### src/rtl/risc_v_mike_uart_mmio.sv
// Memory-mapped bridge between the core load/store path and UART_MIKE:
// TX/RX flag handshakes, an RX byte FIFO and sticky status bits.
module risc_v_mike_uart_mmio #(
    parameter logic [31:0] BASE_ADDR     = 32'h0000_0100,
    parameter int          RX_FIFO_DEPTH = 4,
    parameter int          DATA_W        = 8
) (
    input  logic              clk,
    input  logic              rst,
    input  logic [31:0]       bus_addr,
    input  logic              bus_write,
    input  logic              bus_read,
    input  logic [31:0]       bus_wr_data,
    output logic [31:0]       bus_rd_data,
    output logic              bus_hit,
    output logic [DATA_W-1:0] tx_data,
    output logic              tx_send,
    input  logic              tx_flag,
    output logic              tx_flag_clr,
    input  logic [DATA_W-1:0] rx_data,
    input  logic              rx_flag,
    output logic              rx_flag_clr,
    input  logic              parity_error
);
    localparam int               PTR_W    = $clog2(RX_FIFO_DEPTH);
    localparam int               CNT_W    = PTR_W + 1;
    localparam logic [CNT_W-1:0] FULL_CNT = CNT_W'(RX_FIFO_DEPTH);

    localparam logic [1:0] OFF_TXDATA = 2'd0;
    localparam logic [1:0] OFF_RXDATA = 2'd1;
    localparam logic [1:0] OFF_STATUS = 2'd2;
    localparam logic [1:0] OFF_CTRL   = 2'd3;

    typedef enum logic [1:0] { TX_IDLE, TX_SEND, TX_WAIT, TX_CLR } tx_state_t;
    typedef enum logic { RX_IDLE, RX_ACK } rx_state_t;

    tx_state_t tx_state, tx_state_nxt;
    rx_state_t rx_state, rx_state_nxt;
    logic      tx_clr_q, rx_clr_q;

    logic [DATA_W-1:0] fifo_mem [RX_FIFO_DEPTH];
    logic [PTR_W-1:0]  rd_ptr, wr_ptr;
    logic [CNT_W-1:0]  count;
    logic              rx_ovr, par_err, tx_drop;

    logic [1:0]  offset;
    logic        wr_acc, rd_acc;
    logic        tx_wr, sts_wr, flush, pop_req;
    logic        rx_push, rx_nempty, rx_full, tx_busy;
    logic        pop, push_ok, push_ovr;
    logic [31:0] status_word;
    logic        unused_bits;

    assign bus_hit = (bus_addr[31:4] == BASE_ADDR[31:4]);
    assign offset  = bus_addr[3:2];
    // A simultaneous read and write is treated as a write only.
    assign wr_acc  = bus_hit && bus_write;
    assign rd_acc  = bus_hit && bus_read && !bus_write;
    assign tx_wr   = wr_acc && (offset == OFF_TXDATA);
    assign sts_wr  = wr_acc && (offset == OFF_STATUS);
    assign flush   = wr_acc && (offset == OFF_CTRL) && bus_wr_data[0];
    assign pop_req = rd_acc && (offset == OFF_RXDATA);

    assign rx_nempty = (count != '0);
    assign rx_full   = (count == FULL_CNT);
    assign tx_busy   = (tx_state != TX_IDLE);
    assign rx_push   = (rx_state == RX_IDLE) && rx_flag;
    // A pop frees a slot in the same edge, so full+pop+push is not an overrun.
    assign pop       = pop_req && rx_nempty && !flush;
    assign push_ok   = rx_push && !flush && (!rx_full || pop);
    assign push_ovr  = rx_push && !flush && rx_full && !pop;

    assign status_word = {26'd0, tx_drop, par_err, rx_ovr, rx_full, tx_busy, rx_nempty};
    assign unused_bits = ^{bus_addr[1:0], bus_wr_data};

    always_comb begin
        bus_rd_data = '0;
        if (bus_hit) begin
            case (offset)
                OFF_RXDATA: if (rx_nempty) bus_rd_data = {{(32-DATA_W){1'b0}}, fifo_mem[rd_ptr]};
                OFF_STATUS: bus_rd_data = status_word;
                default:    bus_rd_data = '0;
            endcase
        end
    end

    always_comb begin
        tx_state_nxt = tx_state;
        tx_send      = 1'b0;
        tx_flag_clr  = 1'b0;
        case (tx_state)
            TX_IDLE: if (tx_wr) tx_state_nxt = TX_SEND;
            TX_SEND: begin
                tx_send      = 1'b1;
                tx_state_nxt = TX_WAIT;
            end
            TX_WAIT: if (tx_flag) tx_state_nxt = TX_CLR;
            TX_CLR: begin
                tx_flag_clr = !tx_clr_q;
                if (!tx_flag) tx_state_nxt = TX_IDLE;
            end
            default: tx_state_nxt = TX_IDLE;
        endcase
    end

    always_comb begin
        rx_state_nxt = rx_state;
        rx_flag_clr  = 1'b0;
        case (rx_state)
            RX_IDLE: if (rx_flag) rx_state_nxt = RX_ACK;
            RX_ACK: begin
                // Clear pulse only on the first ACK cycle, never re-issued while waiting.
                rx_flag_clr = !rx_clr_q;
                if (!rx_flag) rx_state_nxt = RX_IDLE;
            end
            default: rx_state_nxt = RX_IDLE;
        endcase
    end

    always_ff @(posedge clk) begin
        if (rst) begin
            tx_state <= TX_IDLE;
            rx_state <= RX_IDLE;
            tx_clr_q <= 1'b0;
            rx_clr_q <= 1'b0;
            tx_data  <= '0;
            rd_ptr   <= '0;
            wr_ptr   <= '0;
            count    <= '0;
            rx_ovr   <= 1'b0;
            par_err  <= 1'b0;
            tx_drop  <= 1'b0;
        end else begin
            tx_state <= tx_state_nxt;
            rx_state <= rx_state_nxt;
            tx_clr_q <= (tx_state == TX_CLR);
            rx_clr_q <= (rx_state == RX_ACK);
            if (tx_wr && !tx_busy) tx_data <= bus_wr_data[DATA_W-1:0];
            if (flush) begin
                rd_ptr <= '0;
                wr_ptr <= '0;
                count  <= '0;
            end else begin
                if (pop)     rd_ptr <= rd_ptr + PTR_W'(1);
                if (push_ok) wr_ptr <= wr_ptr + PTR_W'(1);
                count <= count + {{PTR_W{1'b0}}, push_ok} - {{PTR_W{1'b0}}, pop};
            end
            rx_ovr  <= push_ovr | (rx_ovr & ~(sts_wr & bus_wr_data[3]));
            par_err <= (rx_push & parity_error) | (par_err & ~(sts_wr & bus_wr_data[4]));
            tx_drop <= (tx_wr & tx_busy) | (tx_drop & ~(sts_wr & bus_wr_data[5]));
        end
    end

    always_ff @(posedge clk) begin
        if (push_ok) fifo_mem[wr_ptr] <= rx_data;
    end

endmodule

### config.mk
export PLATFORM = sky130hd
export DESIGN_NAME = risc_v_mike_uart_mmio
export DESIGN_NICKNAME = d
export VERILOG_FILES = /design/src/rtl/risc_v_mike_uart_mmio.sv
export SDC_FILE = /design/constraint.sdc
export NUM_CORES = 1
export LEC_CHECK = 0
export CAP_MARGIN = 15
export CELL_PAD_IN_SITES_DETAIL_PLACEMENT = 0
export CELL_PAD_IN_SITES_GLOBAL_PLACEMENT = 1
export CORE_ASPECT_RATIO = 1.5
export CORE_MARGIN = 2
export CORE_UTILIZATION = 33
export CTS_BUF_LIST = sky130_fd_sc_hd__clkbuf_4
export CTS_CLUSTER_SIZE = 20
export DETAILED_ROUTE_END_ITERATION = 16
export HOLD_SLACK_MARGIN = 0.12
export PLACE_DENSITY = 0.79
export SETUP_SLACK_MARGIN = 0.02
export SYNTH_ARGS = -nofsm -noshare
export SYNTH_HDL_FRONTEND = slang
export SYNTH_SLANG_ARGS = --single-unit
### constraint.sdc
create_clock -name clk -period 4.25 [get_ports clk]
set_clock_uncertainty 0.2 [all_clocks]
set_input_delay 0.85 -clock clk [delete_from_list [all_inputs] [get_ports clk]]
set_output_delay 0.85 -clock clk [all_outputs]
set_load 0.1 [all_outputs]
==> implementation parameters, run 1 <==
Parameter                              Value

Synthesis
  Number of synthesized flops with an enable pin    32
  Area of the mapped netlist    2870 um2
  Post-Syn Area per Cell    between 10 and 15 um2
  Number of synthesis warnings    0
  Fraction of post-synthesis cell area in the top cell type by area    33.4%
  Flop and latch count out of synthesis    between 50 and 60
  Count of different cell masters after synthesis    41
  Most frequently used flop master after synthesis    edfxtp_1
  Share of async-settable or async-resettable flops after synthesis    0%
  Synthesized netlist cell count    228
  Top post-synthesis cells by area    edfxtp_1, dfxtp_1, buf_4, mux4_2, ha_1
  Post-synth top area cell    edfxtp_1
  Sequential share of the synthesized area    50.9%

Worst setup path
  Largest stage delay on the critical path    0.42 ns
  Ordered list of cells on the worst path    clkdlybuf4s50_1 -> nor4_2 -> nand3_2 -> nor2_4 -> nand2_2 -> nor3_4 -> buf_12
  Nature of the critical path startpoint    primary input
  Endpoint arrival time on the critical path    roughly 2.8 ns
  CP max FO    8
  Element type at the critical path end    output pin
  Slowest CP cell    clkdlybuf4s50_1
  Crit Path Category    primary input to output pin
  Data required time at the worst endpoint    3.20 ns

STA
  Min Clock Period, post-route    3.84 ns
  Max-slew headroom    33.9%
  Final Max Tran Viols    0
  Actual transition at the worst max-transition pin    roughly 0.99 ns
  Highest clock rate    0.260 GHz
  Final cycle utilization of the critical path    between 90 and 100%
  Final Setup Violations    0
  Unrepaired setup endpoints after global routing    false
  Total Negative Setup Slacks    0 ns
  Total count of hold-check failures in the final report    0

Worst hold path
  Worst hold path type    flip-flop to flip-flop

GRT
  Vias in the first global route    2,029
  Maximum number of pins on one net before global-route repair    18
  Wire length of the first global-routing pass    roughly 10000 um
  Global route overflow    0
  Total GRT Usage    between 10% and 20%
  Number of antenna violations at the first check in global routing    0

Floorplan
  Top-level I/O count    roughly 120
  Die Footprint    around 9500 um2
  Overall die width    80.2 um
  Initial core utilization    about a third
  Core Box Area    8410 um2
  Chip height    118 um
  Rows    41

Clock network
  Clock insertion delay at the later pin of the skew report    0.40 ns
  Post-CTS setup buffer count    0
  H-tree levels    3
  Largest buffer count on any clock path    2
  Root cell of the clock tree    clkbuf_4
  TritonCTS clock tree    yes
  Number of gates resized after CTS    0
  Clock Sinks    57
  Cts bufs inserted    9
  Count of hold-fix buffers inserted at cts    0
  Clk slew on worst S/H paths    0.11 ns

Outcome
  Status    finished clean

Detailed routing
  Number of design-rule violations left by the first detailed-router iteration    85
  Number of vias after detailed routing    1,953
  Ratio of routed vias to standard cells    4.63
  DRC    0
  Wire length after detailed routing    roughly 6100 um
  Antenna-violating nets left    0
  Routed wire length per instance    between 10 and 15 um
  First-pass detailed-route iteration total    5

Finish
  P&R area growth vs syn    37.4%
  Ratio of cells with drive above 1 in the final layout    21.3%
  Antenna diodes    0
  Non-filler cells in the finished layout    422
  Nets    404

Placed design
  DPL Wire Length    4630 um
  Number of placed cells counting well taps    406
  Routability congestion estimate    roughly 0.77
  Port buffer count    72

Power
  Power per cell area    about 320 nW/um2
  Leakage power figure    1.40 nW
  Maximum resistive drop on vdd    0.195 mV

Run
  Max Cap Violations    0
metal layers:
metal | vias up | GRT usage, % | wire length (um)
li1 | 942 | - | -
met1 | 937 | 15.5 | 2330
met2 | 65 | 24.7 | 3290
met3 | 9 | 3.97 | 327
met4 | 0 | 6.25 | 109
met5 | - | 0 | 0
Yosys cell counts, types with 4 or more instances:
master	n
mux4_2	8
and2_1	6
mux2i_1	11
clkbuf_1	5
nor2_2	8
dfxtp_1	25
nand2_1	10
buf_4	24
edfxtp_1	32
nor2b_1	7
inv_1	14
nor2_1	10
a22oi_1	4
ha_1	14
a21oi_1	9
nor4_4	4
stage by stage:
step	utilization [%]	power [W]	instance area [um2]	setup slack, ns	hold slack [ns]
3_5_place_dp	45.3	0.000874	3810	0.253	0.262
3_3_place_gp	45.3	0.000869	3810	0.278	0.264
5_1_grt	46.9	0.00132	3950	0.239	0.314
4_1_cts	46.9	0.00127	3950	0.364	0.284
2_1_floorplan	-	0.000809	3030	0.0335	0.243
6_report	46.9	0.00126	3950	0.409	0.286
flip-flops by register name, summed over array words and instances, names as in the netlist, 2 cells and up, named ones only:
name and cells:
rd_ptr 2, tx_state 2, count 3, tx_data 8, fifo_mem 32, wr_ptr 2
final timing paths:
kind / from / to / slack (ns) / cells past startpoint
max: bus_addr[20] / bus_rd_data[0] / 0.41 / 7
min: rx_ovr / rx_ovr / 0.29 / 2
max reg2reg: count[1] / count[2] / 1.49 / 13
min reg2reg: rx_ovr / rx_ovr / 0.29 / 2
cells by family (layout without fill, tap and decap cells):
family                   Yosys count  in the layout  synth area share (%)
multiplexers                      19             19                  10.1
adder cells (fa/ha/maj)           15             15                  6.79
AND/OR/NAND/NOR                   67             67                  16.8
other                              1             24                 0.131
buffers and inverters             43            107                  8.75
flip-flops                        57             57                  50.9
XOR/XNOR                           3              3                 0.915
AO/OA/AOI/OAI                     23             23                  5.62
where the power goes:
part	internal [W]	switching, W
sequential	0.000608	0.0000120
clock	0.000178	0.000218
combinational	0.0000793	0.000162
cells in the final DEF, fill, tap and decap left out, types with 9 or more instances in the layout:
master / n
mux2i_1: 11
clkbuf_4: 9
dfxtp_1: 25
edfxtp_1: 32
clkdlybuf4s50_1: 63
ha_1: 14
inv_1: 14
nand2_1: 9
a21oi_1: 9
conb_1: 24
buf_12: 9
worst max-delay path: cells and delay by family:
family | cells | cell delay, ns
simple gates | 5 | 1.31
buf+inv | 2 | 0.63
final cells by class:
type | count | area, um2
Sequential cell | 57 | 1460
Timing Repair Buffer | 77 | 848
Clock buffer | 9 | 67.6
Fill cell | 779 | 4470
Tap cell | 107 | 134
Multi-Input combinational cell | 151 | 1310
Inverter | 14 | 52.6
Clock inverter | 7 | 70.1
Power figures use the tool's default switching activity.
==> run 2, diff against run 1 <==
--- a/config.mk
+++ b/config.mk
@@ -8,7 +8,6 @@
 export CAP_MARGIN = 15
 export CELL_PAD_IN_SITES_DETAIL_PLACEMENT = 0
 export CELL_PAD_IN_SITES_GLOBAL_PLACEMENT = 1
-export CORE_ASPECT_RATIO = 1.5
 export CORE_MARGIN = 2
 export CORE_UTILIZATION = 33
 export CTS_BUF_LIST = sky130_fd_sc_hd__clkbuf_4
==> run 2 against run 1 <==
  * Non-clock buffer count stayed put
  * Design area shrank 0.22%
  * Fmax down 0.43%
  * Global-route usage shrank 1.5 points
  * Total power shrank 2.1%
  * Die area fell by 0.16%
  * Hold slack lost 0.0058 ns
  * Sequential share of layout area is 0.082 points higher
  * Critical endpoint unchanged
  * Highest routed layer unchanged
==> implementation parameters, run 2 (same netlist as run 1, synthesis figures left out) <==
Parameter                              Value

Placed design
  Number of placed cells counting well taps    slightly above 400
  Routability congestion estimate    0.703
  DPL Wire Length    4420 um
  Port buffer count    72

Clock network
  Cts bufs inserted    9
  Clk slew on worst S/H paths    0.10 ns
  Number of gates resized after CTS    0
  Clock Sinks    57
  Largest buffer count on any clock path    2
  H-tree levels    3
  Root cell of the clock tree    clkbuf_4
  Count of hold-fix buffers inserted at cts    0
  Post-CTS setup buffer count    0
  TritonCTS clock tree    yes
  Clock insertion delay at the later pin of the skew report    0.39 ns

Finish
  Ratio of cells with drive above 1 in the final layout    roughly a fifth
  Antenna diodes    0
  Filler cell count in the final layout    789
  Largest regs    fifo_mem: 32 flops, tx_data: 8 flops, count: 3 flops
  Commonest cells after routing, fill and taps aside    clkdlybuf4s50_1, edfxtp_1, dfxtp_1
  Non-filler cells in the finished layout    422
  P&R area growth vs syn    37.1%
  Largest register FFs    32
  Nets    just over 400
  Leading cell type in the layout, fill and taps excluded    clkdlybuf4s50_1
  Top register by number of flip-flops    fifo_mem

Power
  Overall power after layout    0.00123 W
  Power per cell area    between 300 and 400 nW/um2
  Maximum resistive drop on vdd    0.226 mV
  Leakage power figure    ~1.4 nW

Floorplan
  Die Footprint    9470 um2
  Chip height    97.3 um
  Top-level I/O count    between 100 and 150
  Initial core utilization    about 33%
  Core Box Area    8590 um2
  Overall die width    between 90 and 100 um
  Rows    34

Worst hold path
  Hold-critical path depth    2
  Worst hold path type    flip-flop to flip-flop
  Worst min-delay path startpoint    rx_ovr
  Hold EP    rx_ovr

STA
  Min Clock Period, post-route    3.86 ns
  Total Negative Setup Slacks    0 ns
  WHS    approximately 0.28 ns
  Max-slew headroom    between 30% and 40%
  Total count of hold-check failures in the final report    0
  Final Setup Violations    0
  Actual transition at the worst max-transition pin    around 0.98 ns
  Final cycle utilization of the critical path    between 90% and 100%
  Highest clock rate    0.259 GHz
  Final Max Tran Viols    0
  Unrepaired setup endpoints after global routing    false

Detailed routing
  Number of vias after detailed routing    roughly 1,900
  Routed wire length per instance    13.5 um
  Number of design-rule violations left by the first detailed-router iteration    16
  DRC    0
  First-pass detailed-route iteration total    4
  Ratio of routed vias to standard cells    4.57
  Antenna-violating nets left    0
  Wire length after detailed routing    5700 um

GRT
  Vias in the first global route    1,879
  Wire length of the first global-routing pass    9200 um
  Total GRT Usage    ~13%
  Maximum number of pins on one net before global-route repair    18
  Global route overflow    0
  Number of antenna violations at the first check in global routing    0

Outcome
  Status    finished clean

Worst setup path
  Endpoint arrival time on the critical path    2.81 ns
  Element type at the critical path end    output pin
  Launch instance of the worst register-to-register path    count[1]
  Data required time at the worst endpoint    ~3.2 ns
  Worst-case reg-to-reg path depth    13
  Nature of the critical path startpoint    primary input
  CP max FO    8
  Crit Path Category    primary input to output pin
  Origin of the worst setup path    bus_addr[19]
  Register-to-register setup slack    around 1.5 ns
  Worst reg2reg endpoint    count[2]

Run
  Max Cap Violations    0
==> run 2: changes by cell type in the layout (fill, tap and decap cells not counted), sizes merged <==
cell	change
inv	-1
clkinv	+2
clkinvlp	-2
==> run 2: power breakdown <==
group	total [W]	internal (W)	leakage, nW	switching [W]
Combinational	0.000239	0.0000792	0.839	0.000159
Sequential	0.000619	0.000608	0.495	0.0000113
Clock	0.000373	0.000173	0.0692	0.000200
Total	0.00123	0.000860	1.40	0.000370
==> run 2: final cells by class <==
type / instances / area, um2 / area share (%)
inverter: 14 / 52.6 / 1.33
clock inverter: 6 / 60.1 / 1.53
tap: 108 / 135 / 3.43
timing repair buffer: 77 / 848 / 21.5
clock buffer: 9 / 67.6 / 1.72
sequential: 57 / 1460 / 37.1
multi-input combinational: 151 / 1310 / 33.3
==> run 2: critical path, cell delays in order <==
cell,delay [ns]
clkdlybuf4s50_1,0.41
nor4_2,0.34
nand3_2,0.29
nor2_4,0.19
nand2_2,0.24
nor3_4,0.27
buf_12,0.21
==> run 2: routing by layer <==
metal  part of all wire, %  track usage [%]  vias to the layer above
met5                     0                0                        -
met4                  0.79             4.17                        0
met3                   5.9             4.75                        6
met2                    51             22.1                       56
met1                    42             14.1                      918
li1                      -                -                      950
==> run 2: worst max-delay path by stage <==
stage                                end  slack, ns
after floorplan           bus_rd_data[0]       0.03
after global placement          count[2]       0.27
after detailed placement        count[2]       0.24
after CTS                 bus_rd_data[0]       0.36
after global routing      bus_rd_data[0]       0.24
final                     bus_rd_data[0]       0.39
==> run 2: per-stage QoR <==
| step | util, % | cell area (um2) | setup slack, ns |
|---|---|---|---|
| 2_1_floorplan | - | 3030 | 0.0335 |
| 3_3_place_gp | 44.3 | 3810 | 0.267 |
| 3_5_place_dp | 44.3 | 3810 | 0.236 |
| 4_1_cts | 45.8 | 3940 | 0.358 |
| 5_1_grt | 45.8 | 3940 | 0.244 |
| 6_report | 45.8 | 3940 | 0.393 |
==> run 3, diff against run 2 <==
--- a/config.mk
+++ b/config.mk
@@ -9,12 +9,12 @@
 export CELL_PAD_IN_SITES_DETAIL_PLACEMENT = 0
 export CELL_PAD_IN_SITES_GLOBAL_PLACEMENT = 1
 export CORE_MARGIN = 2
-export CORE_UTILIZATION = 33
+export CORE_UTILIZATION = 30
 export CTS_BUF_LIST = sky130_fd_sc_hd__clkbuf_4
 export CTS_CLUSTER_SIZE = 20
 export DETAILED_ROUTE_END_ITERATION = 16
 export HOLD_SLACK_MARGIN = 0.12
-export PLACE_DENSITY = 0.79
+export PLACE_DENSITY_LB_ADDON = 0.05
 export SETUP_SLACK_MARGIN = 0.02
 export SYNTH_ARGS = -nofsm -noshare
 export SYNTH_HDL_FRONTEND = slang
==> constraint.sdc (replaced) <==
create_clock -name clk -period 3.5 [get_ports clk]
set_clock_uncertainty 0.2 [all_clocks]
set_input_delay 0.7 -clock clk [delete_from_list [all_inputs] [get_ports clk]]
set_output_delay 0.7 -clock clk [all_outputs]
set_load 0.1 [all_outputs]
==> run 3 against run 2 <==
  * Non-clock buffer count grew 20
  * Sequential share of layout area decreased by 2.2 points
  * Clock power increased by 35%
  * Worst setup slack worse by 0.28 ns
==> implementation parameters, run 3 (same netlist as run 1, synthesis figures left out) <==
Parameter                              Value

Worst setup path
  CP max FO    7
  Worst reg2reg endpoint    count[2]
  Launch instance of the worst register-to-register path    count[1]
  Nature of the critical path startpoint    primary input
  Data required time at the worst endpoint    2.60 ns
  Endpoint arrival time on the critical path    2.49 ns
  Worst-case reg-to-reg path depth    13
  Register-to-register setup slack    ~0.73 ns
  Crit Path Category    primary input to output pin
  Element type at the critical path end    output pin

Power
  Power per cell area    approximately 370 nW/um2
  Maximum resistive drop on vdd    0.250 mV
  Leakage power figure    between 1.5 and 2 nW

Detailed routing
  Antenna-violating nets left    0
  Routed wire length per instance    around 14 um
  Ratio of routed vias to standard cells    roughly 4.3
  Number of vias after detailed routing    about 2,000
  Number of design-rule violations left by the first detailed-router iteration    43
  DRC    0
  Wire length after detailed routing    6360 um
  First-pass detailed-route iteration total    5

Floorplan
  Initial core utilization    30.9%
  Top-level I/O count    123
  Chip height    102 um
  Core Box Area    between 9000 and 10,000 um2
  Overall die width    102 um
  Die Footprint    10,400 um2
  Rows    35

Worst hold path
  Hold-critical path depth    2
  Worst hold path type    flip-flop to flip-flop
  Worst min-delay path startpoint    rx_ovr
  Hold EP    rx_ovr

STA
  Actual transition at the worst max-transition pin    0.637 ns
  Unrepaired setup endpoints after global routing    false
  Highest clock rate    just under 0.3 GHz
  WHS    0.279 ns
  Final Setup Violations    0
  Max-slew headroom    57.0%
  Final Max Tran Viols    0
  Total count of hold-check failures in the final report    0
  Min Clock Period, post-route    3.39 ns
  Final cycle utilization of the critical path    96.9%

Finish
  Nets    424
  P&R area growth vs syn    45.8%
  Largest regs    fifo_mem: 32 flops, tx_data: 8 flops, count: 3 flops
  Leading cell type in the layout, fill and taps excluded    clkdlybuf4s50_1
  Largest register FFs    32
  Final standard cell utilization of the core    roughly 45%
  Filler cell count in the final layout    893
  Area taken by multi-input logic gates    1370 um2
  Top register by number of flip-flops    fifo_mem
  Antenna diodes    0
  Combined flip-flop and latch cell area    1460 um2
  Commonest cells after routing, fill and taps aside    clkdlybuf4s50_1, edfxtp_1, buf_4
  Ratio of cells with drive above 1 in the final layout    30.1%

Placed design
  DPL Wire Length    4790 um
  Port buffer count    72
  Routability congestion estimate    0.737

GRT
  Maximum number of pins on one net before global-route repair    17
  M2 GR Usage    21.1%
  Number of antenna violations at the first check in global routing    0
  Wire length of the first global-routing pass    9890 um
  Vias in the first global route    1,968
  Met1 Use GR    between 15 and 20%
  Total GRT Usage    between 10% and 20%
  Most utilized layer in the global route result    met2
  Fraction of met3 tracks used by global routing    4.10%
  Global route overflow    0

Clock network
  Root cell of the clock tree    clkbuf_4
  TritonCTS clock tree    yes
  H-tree levels    3
  Clock Sinks    57
  Largest buffer count on any clock path    2
  Clk slew on worst S/H paths    0.12 ns
  Count of hold-fix buffers inserted at cts    0
  Cts bufs inserted    9
  Clock insertion delay at the later pin of the skew report    0.39 ns

Run
  Max Cap Violations    0

Outcome
  Status    finished clean
run 3: cell types whose count changed in the layout (fill, tap and decap cells not counted), sizes merged:
| cell | previous run | this run |
|---|---|---|
| clkinvlp | 1 | 0 |
| buf | 14 | 45 |
| inv | 14 | 16 |
| dlygate4sd2 | 0 | 2 |
| dlymetal6s2s | 0 | 4 |
| clkdlybuf4s50 | 63 | 46 |
run 3: what timing repair did:
action | in CTS | in global routing
resized for setup | 5 | 6
buffers inserted | 1 | 2
pin swaps | 5 | 5
endpoints found under the setup margin | 1 | 7
run 3: layout make-up:
cell class	instances	area share [%]
clock buffer	9	1.61
clock inverter	7	1.88
inverter	14	1.25
multi-input combinational	151	32.6
sequential	57	34.9
tap	129	3.85
timing repair buffer	97	23.9
run 3: worst max-delay path: stages:
cell             delay [ns]
clkdlybuf4s50_1        0.45
nor4_4                 0.26
buf_4                  0.17
nand3_4                0.07
buf_6                  0.14
nor2_4                 0.18
nand2_8                0.10
nor3_4                 0.23
buf_12                 0.20
run 3: stage by stage:
step           setup slack [ns]  cell area [um2]  instances  TNS (ns)  total power (W)
6_report                  0.108             4190        464         0          0.00156
5_1_grt                  0.0233             4190        464         0          0.00164
4_1_cts                  0.0275             4160        462         0          0.00160
3_5_place_dp             -0.304             3980        445    -0.391          0.00108
3_3_place_gp             -0.299             3980        445    -0.392          0.00108
2_1_floorplan            -0.273             3070        251    -0.293         0.000984
run 3: power by group:
group / switching [W] / internal [W]
combinational: 0.000202 / 0.000106
clock: 0.000278 / 0.000225
sequential: 0.0000145 / 0.000738
total: 0.000495 / 0.00107
run 3: layer usage:
layer | up-vias | routed length, um
li1 | 985 | -
met1 | 941 | 2810
met2 | 62 | 3110
met3 | 6 | 347
met4 | 0 | 92
met5 | - | 0
run 3: worst max path at each step:
stage,startpoint,to,slack [ns],cells past startpoint
floorplan,bus_addr[6],bus_rd_data[0],-0.27,5
global placement,bus_addr[3],count[2],-0.30,16
detailed placement,bus_addr[3],count[2],-0.30,16
global route,bus_addr[11],bus_rd_data[1],0.02,9
finish,bus_addr[29],bus_rd_data[0],0.11,9
CTS,bus_addr[18],bus_rd_data[0],0.03,9
